==> config.mk <==
export PLATFORM = sky130hd
export DESIGN_NAME = bht_update_ctrl
export DESIGN_NICKNAME = d
export VERILOG_FILES = /design/src/rtl/bht_update_ctrl.sv
export SDC_FILE = /design/constraint.sdc
export NUM_CORES = 1
export LEC_CHECK = 0
export CAP_MARGIN = 10
export CORE_ASPECT_RATIO = 1.25
export CORE_MARGIN = 2
export CORE_UTILIZATION = 25
export DETAILED_ROUTE_END_ITERATION = 16
export SYNTH_ARGS = -nofsm -noshare
export SYNTH_HDL_FRONTEND = slang
export SYNTH_SLANG_ARGS = --single-unit
==> constraint.sdc <==
create_clock -name clk -period 3.25 [get_ports clk]
set_clock_uncertainty 0.1 [all_clocks]
set_input_delay 0.65 -clock clk [delete_from_list [all_inputs] [get_ports clk]]
set_output_delay 0.65 -clock clk [all_outputs]
set_load 0.1 [all_outputs]
==> src/rtl/bht_update_ctrl.sv <==
// Update-side controller for the fetch branch history table: queues retired
// branch outcomes and applies them as read-modify-writes in idle RAM-port cycles.
module bht_update_ctrl #(
    parameter int DATAWIDTH = 2,
    parameter int LOGINDEX  = 8,
    parameter int QDEPTH    = 4,
    parameter int LOGQ      = 2
) (
    input  logic                 clk,
    input  logic                 reset_n,
    input  logic                 upd_valid_in,
    output logic                 upd_ready_out,
    input  logic [LOGINDEX-1:0]  upd_index_in,
    input  logic                 upd_taken_in,
    input  logic                 lkp_valid_in,
    input  logic [LOGINDEX-1:0]  lkp_index_in,
    output logic                 lkp_pred_out,
    output logic                 ram_we_out,
    output logic [LOGINDEX-1:0]  ram_index_out,
    output logic [DATAWIDTH-1:0] ram_wdata_out,
    input  logic [DATAWIDTH-1:0] ram_rdata_in,
    output logic                 busy_out
);

    typedef enum logic [1:0] {S_IDLE, S_READ, S_WRITE} state_t;

    state_t               state_q, state_d;
    logic [LOGINDEX-1:0]  fifo_idx_q [QDEPTH];
    logic [QDEPTH-1:0]    fifo_tkn_q;
    logic [LOGQ-1:0]      wr_ptr_q, rd_ptr_q;
    logic [LOGQ:0]        count_q, count_d;
    logic [DATAWIDTH-1:0] ctr_q, ctr_d;

    logic                 push, pop, fifo_empty;
    logic [LOGINDEX-1:0]  head_idx;
    logic                 head_tkn;

    function automatic logic [DATAWIDTH-1:0] sat_step(input logic [DATAWIDTH-1:0] c,
                                                      input logic up);
        if (up) return (c == '1) ? c : c + 1'b1;
        else    return (c == '0) ? c : c - 1'b1;
    endfunction

    always_comb begin
        fifo_empty    = (count_q == '0);
        upd_ready_out = (count_q != (LOGQ+1)'(QDEPTH));
        push          = upd_valid_in && upd_ready_out;
        pop           = (state_q == S_WRITE) && !lkp_valid_in;
        count_d       = count_q + (LOGQ+1)'(push) - (LOGQ+1)'(pop);
        head_idx      = fifo_idx_q[rd_ptr_q];
        head_tkn      = fifo_tkn_q[rd_ptr_q];
        busy_out      = !fifo_empty || (state_q != S_IDLE);
    end

    // Lookups own the port outright; an empty queue parks the index at 0.
    always_comb begin
        lkp_pred_out  = lkp_valid_in ? ram_rdata_in[DATAWIDTH-1] : 1'b0;
        ram_we_out    = pop;
        ram_wdata_out = pop ? sat_step(ctr_q, head_tkn) : '0;
        if (lkp_valid_in)    ram_index_out = lkp_index_in;
        else if (fifo_empty) ram_index_out = '0;
        else                 ram_index_out = head_idx;
    end

    always_comb begin
        state_d = state_q;
        ctr_d   = ctr_q;
        case (state_q)
            S_IDLE:  if (!fifo_empty) state_d = S_READ;
            S_READ:  if (!lkp_valid_in) begin
                         ctr_d   = ram_rdata_in;
                         state_d = S_WRITE;
                     end
            S_WRITE: if (pop) state_d = (count_d != '0) ? S_READ : S_IDLE;
            default: state_d = S_IDLE;
        endcase
    end

    always_ff @(posedge clk or negedge reset_n) begin
        if (!reset_n) begin
            state_q  <= S_IDLE;
            wr_ptr_q <= '0;
            rd_ptr_q <= '0;
            count_q  <= '0;
            ctr_q    <= '0;
        end else begin
            state_q <= state_d;
            ctr_q   <= ctr_d;
            count_q <= count_d;
            if (push) wr_ptr_q <= wr_ptr_q + 1'b1;
            if (pop)  rd_ptr_q <= rd_ptr_q + 1'b1;
        end
    end

    // Queue payload needs no reset: it is only read while count_q is non-zero.
    always_ff @(posedge clk) begin
        if (push) begin
            fifo_idx_q[wr_ptr_q] <= upd_index_in;
            fifo_tkn_q[wr_ptr_q] <= upd_taken_in;
        end
    end

endmodule
======== Word level (Yosys, flattened, before mapping) ========
Memories as Yosys holds them, arrays and structs flattened.
Index checks and enable logic that the tools add are counted.
word-level totals
  bits in registers ....................... 15
  bits in writable memories ............... 32
  output and inout bits ................... 14
  memories ................................ 1
operators by class
  add/sub/neg operators ................... 6
  magnitude comparators ................... 3
  equal/unequal tests ..................... 7
  muxes and demuxes ....................... 19
  bitwise logic cells ..................... 1
  reduce and logical (&&, ||, !) cells .... 13
memories
  name        words  width  read ports  clocked after memory_dff  write ports  line  RTL
  fifo_idx_q  4      8      1           0                         1            28    logic [LOGINDEX-1:0] fifo_idx_q [QDEPTH];
operators with widths
  cell                                                                   number
  8-bit two-way mux                                                      2
  2-bit two-way mux                                                      7
  2-bit by 1-bit adder with 2-bit output, second input constant          3
  2-bit by 3-bit < comparator with 1-bit output, second input constant   2
  1-bit two-way mux                                                      6
  2-bit inequality test, second input constant                           3
  2-bit one-hot mux with 3 select lines                                  1
  4-bit bitwise mux                                                      1
  2-bit equality test, second input constant                             2
  2-bit zero test                                                        2
  3-bit by 1-bit adder with 3-bit output                                 1
  1-bit logical AND                                                      3
  3-bit zero test                                                        1
  3-bit inequality test, second input constant                           1
  3-bit AND reduction                                                    1
  3-bit nonzero test                                                     1
  3-bit by 1-bit subtractor with 3-bit output                            1
  1-bit binary-select mux with 2-bit select                              1
  1-bit demux with 2-bit select                                          1
  2-bit by 1-bit equality test with 1-bit output, second input constant  1
  2-bit by 1-bit >= comparator with 1-bit output, second input constant  1
  1-bit zero test                                                        2
  2-bit AND reduction                                                    1
  2-bit nonzero test                                                     1
  3 further kinds                                                        3

======== Logic depth before layout (Yosys ltp) ========
  depth in word-level cells ............... 8
  mapped depth ............................ 11
  depth with buffers taken out ............ 11

======== Worst setup path after synthesis ========
No wires, ideal clock.
  kind .................................... in2out
  from .................................... input port lkp_valid_in
  to ...................................... output port ram_wdata_out[1]
  arrival time ............................ 3595 ps
  data required time ...................... 2500 ps
  setup slack ............................. -1095 ps
  stages on the path ...................... 2
  cells stage by stage .................... nor3b_2 -> a21boi_1
between the ends
  cells in the longest elaborated chain, start to end .. 3
RTL lines
  what                line  RTL
  start: declaration  15    input logic lkp_valid_in,
  1-bit zero test     n/a
  1-bit logical AND   48    pop = (state_q == S_WRITE) && !lkp_valid_in;
  2-bit two-way mux   59    ram_wdata_out = pop ? sat_step(ctr_q, head_tkn) : '0;
  end: declaration    20    output logic [DATAWIDTH-1:0] ram_wdata_out,
Every way passes these cells.

======== Worst setup path in the final report ========
  from .................................... input port lkp_valid_in
  to ...................................... output port ram_index_out[4]
between the ends
  cells in the longest elaborated chain, start to end .. 1
RTL lines
  what               line  RTL
  8-bit two-way mux  60    if (lkp_valid_in) ram_index_out = lkp_index_in;
  end: declaration   19    output logic [LOGINDEX-1:0] ram_index_out,
Every way passes these cells.

==> impl_metrics.csv <==
group,metric,value,unit
timing,setup_violations,0,
die,coreArea,0.00784,mm²
global_route,grt_overflow,0,
synthesis,ys_ff_latch,47,
detailed_routing,drtIter0Drc,57,
finish,final_cell_count_no_fill,256,
setup_path,cp_data_required_time,2.50,ns
clock_tree,cts-resized-gates,0,
pwr,ir_drop,0.394,mV
flow_run,drv_cap,0,
detailed_routing,ant_nets,0,
min_path,min_path_cells,1,
clock_tree,cts.clk_slew.worst_paths,0.08,ns
timing,finalMaxSlewViolations,0,
global_route,antenna_found_initial,0,
clock_tree,root_buffer,"clkbuf_8",
placed_design,port_buffers,36,
timing,rsz0062_at_grt,"false",
synthesis,async_reset_ff_share,23.4,%
setup_path,cpMostUsedCell,"buf_4",
finish,n_antenna_cell,0,
timing,tightest_slew,0.546,ns
min_path,hold_class,"register to register",
global_route,grt_pass1_wl,5980,µm
synthesis,syn_inst,115,
pwr,total_leakage_power,1.04,nW
setup_path,path_buf_inv,4,
setup_path,worstSetupPathType,"input port to output pin",
min_path,worstHoldEndpoint,"ctr_q[1]",
setup_path,cpPeakStageDelay,0.48,ns
finish,final_cell_mix,"edfxtp_1, clkdlybuf4s50_1, buf_12",
die,pin_count,37,
clock_tree,cts_buffers,5,
setup_path,path_delay_family,"buffers and inverters",
detailed_routing,num_vias,1119,
synthesis,synth-edff-count,36,
setup_path,crit_path_end_kind,"output pin",
clock_tree,clockBufferDepth,2,
finish,syn_to_final_growth,38.2,%
placed_design,dp.cells,248,
clock_tree,ctsHoldBuffers,0,
finish,fin_nets,190,
clock_tree,post_cts_buffers,0,
die,die_area,0.00882,mm²
die,rows,36,
synthesis,yosysSeqAreaShare,67.1,%
detailed_routing,viasPerCell,4.37,
setup_path,rrSetupSlack,0.60,ns
synthesis,synth_top_flop_cell,"edfxtp_1",
synthesis,synth_nets,145,
die,die_h,105,µm
clock_tree,htree_levels,2,
outcome,status,"finished clean",
setup_path,cp_slowest_cell,"clkdlybuf4s50_1",
clock_tree,clock-sinks,47,
placed_design,dp_hpwl,2770,µm
clock_tree,cts_tree,"done",
global_route,grt_pass1_vias,1179,
synthesis,avgSynthCellArea,17.6,µm²
detailed_routing,drc_errors,0,
setup_path,cp.depth,6,
setup_path,timing.rr.end,"state_q[0]",
die,die_x,84.4,µm
timing,period_minus_slack,2.90,ns
timing,hold_viol,0,
synthesis,yosysWarnings,0,
timing,min_period_over_period,89.2,%
detailed_routing,drt_pre_antenna_iters,4,
timing,max_slew_margin,63.6,%
setup_path,crit_path_start_kind,"input port",
finish,final_area,0.00279,mm²
global_route,grt_start_max_net_pins,15,
synthesis,synth_area,0.00202,mm²
die,start_util,25.8,%
setup_path,path_cells,"clkdlybuf4s50_1 -> buf_4 -> nor2b_1 -> buf_4 -> a22o_1 -> buf_12",
setup_path,worst-r2r-cell-count,11,
clock_tree,clkLatencyLatePin,0.29,ns
timing,tns,0,ns
detailed_routing,drt_wl_total,3700,µm
placed_design,gp_congestion,0.680,
timing,fmax,345,MHz
setup_path,cp_data_arrival_time,2.15,ns
finish,final_common_cell,"edfxtp_1",
timing,whs,0.455,ns
pwr,pwr_density_cell,929,mW/mm²
placed_design,dpl_cell_area,0.00266,mm²
min_path,min-delay-start,"ctr_q[1]",
synthesis,yosysUniqueCellTypes,31,
global_route,grt_usage,8.83,%
setup_path,path_max_fanout,6,
detailed_routing,wl_per_cell,14.4,µm
setup_path,r2r-start,"count_q[1]",
finish,drive_gt1_share,26.7,%
## cells by family (layout without fill, tap and decap cells)
logic type	count (synthesis)	count (layout)	synth area share, %
mux	11	11	11.3
fa+ha+maj	8	8	5.26
simple gates	20	20	6.32
compound gates	14	14	5.33
flops	47	47	67.1
buf+inv	11	57	2.17
xor+xnor	4	4	2.48
## registers in the layout (all words and copies together) (netlist names)
register / cells
ctr_q: 2
fifo_idx_q: 32
wr_ptr_q: 2
rd_ptr_q: 2
fifo_tkn_q: 4
count_q: 3
state_q: 2
## metrics by stage
step                power (W)  worst slack, ns  util [%]
floorplan             0.00175           0.0388         -
global placement      0.00213            0.316      33.9
detailed placement    0.00214            0.245      33.9
CTS                   0.00263            0.332      35.6
global route          0.00272            0.252      35.6
finish                0.00259            0.352      35.6
## worst register-to-register path, stage by stage, from the launching register on
cell and delay (ns):
dfrtp_1 0.43, or3b_4 0.44, and2_4 0.19, inv_2 0.04
ha_1 0.21, inv_1 0.06, ha_1 0.12, inv_1 0.05
fa_1 0.37, xor3_1 0.22, nor3_1 0.22, o31ai_1 0.10
## power breakdown
group	internal, W	switching, W	total, W
Combinational	0.000509	0.000679	0.00119
Clock	0.000307	0.000183	0.000490
Sequential	0.000821	0.0000941	0.000915
## final cells by class
type,instances,area (µm²)
Clock buffer,6,72.6
Sequential cell,47,1360
Clock inverter,2,60.1
Timing Repair Buffer,42,520
Fill cell,743,5040
Multi-Input combinational cell,57,638
Tap cell,95,119
Inverter,7,26.3
## synth_stat cells (2+ instances only)
cell,count,area [µm²]
buf_2,2,10.0
clkbuf_1,2,7.51
or3_1,2,12.5
and2_1,2,12.5
mux4_2,9,203
xnor2_1,2,17.5
o21ai_0,3,15.0
edfxtp_1,36,1080
a22o_1,8,70.1
ha_1,6,75.1
nand2_1,5,18.8
and3_1,4,25.0
dfrtp_1,11,275
inv_1,6,22.5
## layer usage
layer	part of all wire, %	track usage (%)	up-vias
li1	-	-	533
met1	42	10.1	549
met2	51	15.3	33
met3	6.2	3.25	4
met4	1.1	2.72	0
met5	0	0	-
## worst max-delay path by stage
stage | start | endpoint
floorplan | lkp_valid_in | ram_wdata_out[0]
finish | lkp_valid_in | ram_index_out[4]
CTS | lkp_valid_in | ram_index_out[4]
global route | lkp_valid_in | ram_index_out[5]
global placement | upd_valid_in | state_q[0]
detailed placement | upd_valid_in | state_q[0]
Power figures use the tool's default switching activity.
==> RTL edit 1 (config.mk and constraints unchanged) <==
Re-encode `state_t` (3 states) as one-hot, 3 bits wide.
--- a/src/rtl/bht_update_ctrl.sv
+++ b/src/rtl/bht_update_ctrl.sv
@@ -22,7 +22,7 @@
     output logic                 busy_out
 );
 
-    typedef enum logic [1:0] {S_IDLE, S_READ, S_WRITE} state_t;
+    typedef enum logic [2:0] {S_IDLE = 3'b001, S_READ = 3'b010, S_WRITE = 3'b100} state_t;
 
     state_t               state_q, state_d;
     logic [LOGINDEX-1:0]  fifo_idx_q [QDEPTH];
Function: same outputs for any inputs over 10 cycles, from zero or initial values and one cycle with reset_n low; not proved beyond that.
==> RTL edit 1 against the original RTL <==
Synthesized cell count increased by 7.0%; area after synthesis increased by 4.6%; total power decreased by 4.5%; routed wire length increased by 8.0%; critical path depth decreased by 2; count of clock-buffer cells in the layout unchanged; cell area increased by 1.7%; sequential cell count increased by 1; worst setup slack got worse by 180 ps; critical endpoint is now ram_index_out[2]; largest cell class unchanged; largest power group unchanged.
==> RTL edit 1: results (changes against the original RTL) <==
** Run status
- Status: completed (unchanged).

** Routing
- Met3 routed WL :: 132 um (was 229 um)
- The number of violations reported at the end of detailed-routing iteration 0 was 44 (was 57).
- The detailed-routed wire length on met2 is 2090 um (was 1868 um).
- Routed length per instance :: 15.19 um (was 14.45 um)
- The total length of routed wires is 3994 um (was 3698 um).
- The via count of the routed design came to 1183 (was 1119).

** Finish
- Count of filler cells inserted in the layout :: 799 (was 743)
- The share of cells above drive strength 1 is 27.71% (was 26.71%).

** Placed design
- The count of placed standard cells including taps came to 255 (was 248).
- The pre-CTS setup slack was 125.5 ps (was 244.6 ps).
- The detailed placement HPWL was 2903 um (was 2768 um).

** Synthesis
- The portion of the post-synthesis area used by sequential elements came to 65.38% (was 67.12%).
- Avg Cell Area, Syn :: 17.19 um^2 (was 17.57 um^2)
- The unique cell type count in the Yosys netlist was 36 (was 31).
- The compound-cell area share of the yosys netlist came to 6.095% (was 5.325%).
- Leading post-synthesis cells by cell area: sky130_fd_sc_hd__edfxtp_1 (51%), sky130_fd_sc_hd__dfrtp_1 (13%), sky130_fd_sc_hd__mux4_2 (9.6%) (was sky130_fd_sc_hd__edfxtp_1 (53%), sky130_fd_sc_hd__dfrtp_1 (14%), sky130_fd_sc_hd__mux4_2 (10%)).
- Most used standard cells in the synthesized netlist :: sky130_fd_sc_hd__edfxtp_1 (36), sky130_fd_sc_hd__dfrtp_1 (11), sky130_fd_sc_hd__mux4_2 (9) (unchanged)
- Xor/xnor share of the synthesized area :: 2.308% (was 2.477%)
- Share of async-settable or async-resettable flops after synthesis :: 25.00% (was 23.40%)
- The post-synth net total was 153 (was 145).

** GRT
- The first-pass GRT wire length was 6617 um (was 5975 um).
- Aggregate global-route resource usage :: 9.635% (was 8.829%)
- The global-route track usage on met2 came to 15.61% (was 15.31%).
- Number of global-route vias before repair :: 1262 (was 1179)
- GR met1 Demand/Resource :: 12.36% (was 10.07%)
- The met3 capacity usage during global routing is 2.463% (was 3.254%).

** Worst setup path
- Largest fanout on the critical path :: 8 (was 6)

** Power
- Total power :: 2.478 mW (was 2.593 mW)
- Cell leakage power :: 1.027 nW (was 1.041 nW)
- Comb power frac :: 44.3% (was 45.8%)
## RTL edit 1: cell types whose count changed after synthesis, sizes merged, moves of 2 or more
cell and delta:
nor3b -2, or3b +2, nor2b +2, nor4b +2, a21oi +4
## RTL edit 1: critical path, stage by stage
cell and delay, ps:
sky130_fd_sc_hd__clkdlybuf4s50_1 530, sky130_fd_sc_hd__nor2b_1 640, sky130_fd_sc_hd__a22o_1 310, sky130_fd_sc_hd__buf_12 190
## RTL edit 1: path summary, 6_finish.rpt
path,startpoint,slack (ps),end
setup / recovery,lkp_valid_in,170,ram_index_out[2]
hold / removal,state_q[0],470,state_q[2]
min in group asynchronous,reset_n,600,ctr_q[1]
hold reg to reg,state_q[0],470,state_q[2]
setup reg to reg,count_q[1],630,state_q[0]
max in group asynchronous,reset_n,2080,state_q[0]
## RTL edit 1: area by class of cell
cell class	instances	share of cell area, %
sequential	48	48.66
inverter	8	1.057
timing repair buffer	39	17.53
clock inverter	2	1.233
tap	97	4.271
multi-input combinational	63	24.70
clock buffer	6	2.554
==> RTL edit 2 (same settings) <==
Made on the original files. Change the parameter `QDEPTH` from 4 to 2.
--- a/src/rtl/bht_update_ctrl.sv
+++ b/src/rtl/bht_update_ctrl.sv
@@ -3,7 +3,7 @@
 module bht_update_ctrl #(
     parameter int DATAWIDTH = 2,
     parameter int LOGINDEX  = 8,
-    parameter int QDEPTH    = 4,
+    parameter int QDEPTH    = 2,
     parameter int LOGQ      = 2
 ) (
     input  logic                 clk,
Formal check against the unedited RTL: not equivalent (Yosys sat finds a counterexample within 4 cycles, from zero or initial values and one cycle with reset_n low).
==> RTL edit 2 against the original RTL <==
Worst hold slack got worse by 18 ps; sequential cell count decreased by 19; cell area decreased by 29%; worst setup slack got worse by 130 ps; sequential power decreased by 32%; total power decreased by 30%; routed wire length decreased by 30%; core utilization increased by 3.1 points; non-clock buffer count decreased by 2; register-to-register slack got worse by 90 ps; global-route usage increased by 0.15 points; final cell count decreased by 21%; area after synthesis decreased by 34%; largest cell class unchanged; highest routed layer unchanged.
==> RTL edit 2: results (changes against the original RTL) <==
** Run status
- Status: completed (unchanged).

** GRT
- Number of global-route vias before repair :: 901 (was 1179)
- Met2 layer usage reported by global route :: 17.40% (was 15.31%)
- The global routing met1 resource utilization was 9.805% (was 10.07%).
- The global-route usage over all layers came to 8.975% (was 8.829%).
- The pin count of the biggest net entering global routing is 21 (was 15).

** Clocking
- CTS buffer count :: 3 (was 5)
- Insertion delay of the later-clocked pin in the worst-skew pair :: 260 ps (was 290 ps)
- After clock tree synthesis, the clock-pin slew on the worst setup and hold paths is 90 ps.

** Synthesis
- Avg Cell Area, Syn :: 13.41 um^2 (was 17.57 um^2)
- The async set or reset register ratio after synthesis was 35.71% (was 23.40%).
- The portion of the post-synthesis area used by sequential elements came to 59.57% (was 67.12%).
- The unique cell type count in the Yosys netlist was 28 (was 31).
- Number of enable-type register cells in the synthesized netlist :: 18 (was 36)
- Leading post-synthesis cells by cell area :: sky130_fd_sc_hd__edfxtp_1 (41%), sky130_fd_sc_hd__dfrtp_1 (19%), sky130_fd_sc_hd__mux2i_1 (6.8%) (was sky130_fd_sc_hd__edfxtp_1 (53%), sky130_fd_sc_hd__dfrtp_1 (14%), sky130_fd_sc_hd__mux4_2 (10%))

** Routing
- The via count of the routed design was 884 (was 1119).
- The detailed-routed wire length on met2 came to 1459 um (was 1868 um).
- The total length of routed wires came to 2602 um (was 3698 um).
- The routed length on met3 was 99 um (was 229 um).
- The routed wire length per instance came to 12.88 um (was 14.45 um).
- The routed metal-1 wirelength was 1010 um (was 1560 um).
- Iter 0 DRT Violations :: 16 (was 57)

** Worst setup path
- The biggest fanout along the worst timing path is 2 (was 6).
- Family with the most delay on the worst path :: adder cells (was buffers and inverters)
- The data arrival time of the worst path was 3100 ps (was 2150 ps).

** Finish
- The fill cell instance count of the final layout was 478 (was 743).
- Net total in the final layout :: 169 (was 190)
- The share of cells above drive strength 1 came to 25.00% (was 26.71%).
- Leading registers by flop count: fifo_idx_q: 16 flops, count_q: 3 flops (was fifo_idx_q: 32 flops, fifo_tkn_q: 4 flops, count_q: 3 flops).

** Placed design
- Placed insts :: 198 (was 248)
- HPWL after detailed placement :: 2038 um (was 2768 um)
- Total placed instance area :: 1908 um^2 (was 2660 um^2)
- Weighted congestion reported at the end of routability-driven placement :: 0.7683 (was 0.6795)

** Min path
- Worst hold path startpoint :: ctr_q[0] (was ctr_q[1])

** Power
- Cell leakage power :: 0.7750 nW (was 1.041 nW)
- Worst vdd rail ir drop :: 0.2515 mV (was 0.3943 mV)
- The reported net switching power came to 0.7592 mW (was 0.9564 mW).

** STA
- The actual slew at the worst max-slew pin is 708.4 ps (was 545.6 ps).
-- RTL edit 2: worst paths after layout --
kind	endpoint	slack, ps	depth (start not counted)
worst max-delay path	state_q[0]	220	11
worst min-delay path	ctr_q[0]	440	1
worst max register to register	state_q[0]	510	10
worst min register to register	ctr_q[0]	440	1
max in group asynchronous	rd_ptr_q[0]	2130	1
min in group asynchronous	wr_ptr_q[0]	600	1
-- RTL edit 2: cell type report --
| type | count | area (um^2) | area share (%) |
|---|---|---|---|
| Sequential cell | 28 | 790.8 | 39.95 |
| Multi-Input combinational cell | 62 | 508.0 | 25.66 |
| Timing Repair Buffer | 40 | 505.5 | 25.54 |
| Tap cell | 62 | 77.57 | 3.919 |
| Clock buffer | 3 | 41.29 | 2.086 |
| Clock inverter | 1 | 30.03 | 1.517 |
| Inverter | 6 | 26.28 | 1.327 |
-- RTL edit 2: power by group through the flow --
stage / logic, mW / clock network (mW) / registers [mW]
4_1_cts: 0.949 / 0.266 / 0.623
3_5_place_dp: 0.944 / 0 / 0.630
2_1_floorplan: 0.680 / 0 / 0.579
5_1_grt: 0.989 / 0.281 / 0.641
6_report: 0.935 / 0.261 / 0.622
3_3_place_gp: 0.922 / 0 / 0.620
-- RTL edit 2: kinds of logic (layout without fill, tap and decap cells) --
| family | after synthesis | in the layout | share of synthesized area [%] |
|---|---|---|---|
| AO/OA/AOI/OAI | 15 | 15 | 8.010 |
| buffers and inverters | 9 | 50 | 2.733 |
| AND/OR/NAND/NOR | 25 | 25 | 11.31 |
| multiplexers | 13 | 13 | 10.46 |
| flip-flops | 28 | 28 | 59.57 |
| XOR/XNOR | 4 | 4 | 2.639 |
| adder cells (fa/ha/maj) | 5 | 5 | 5.278 |
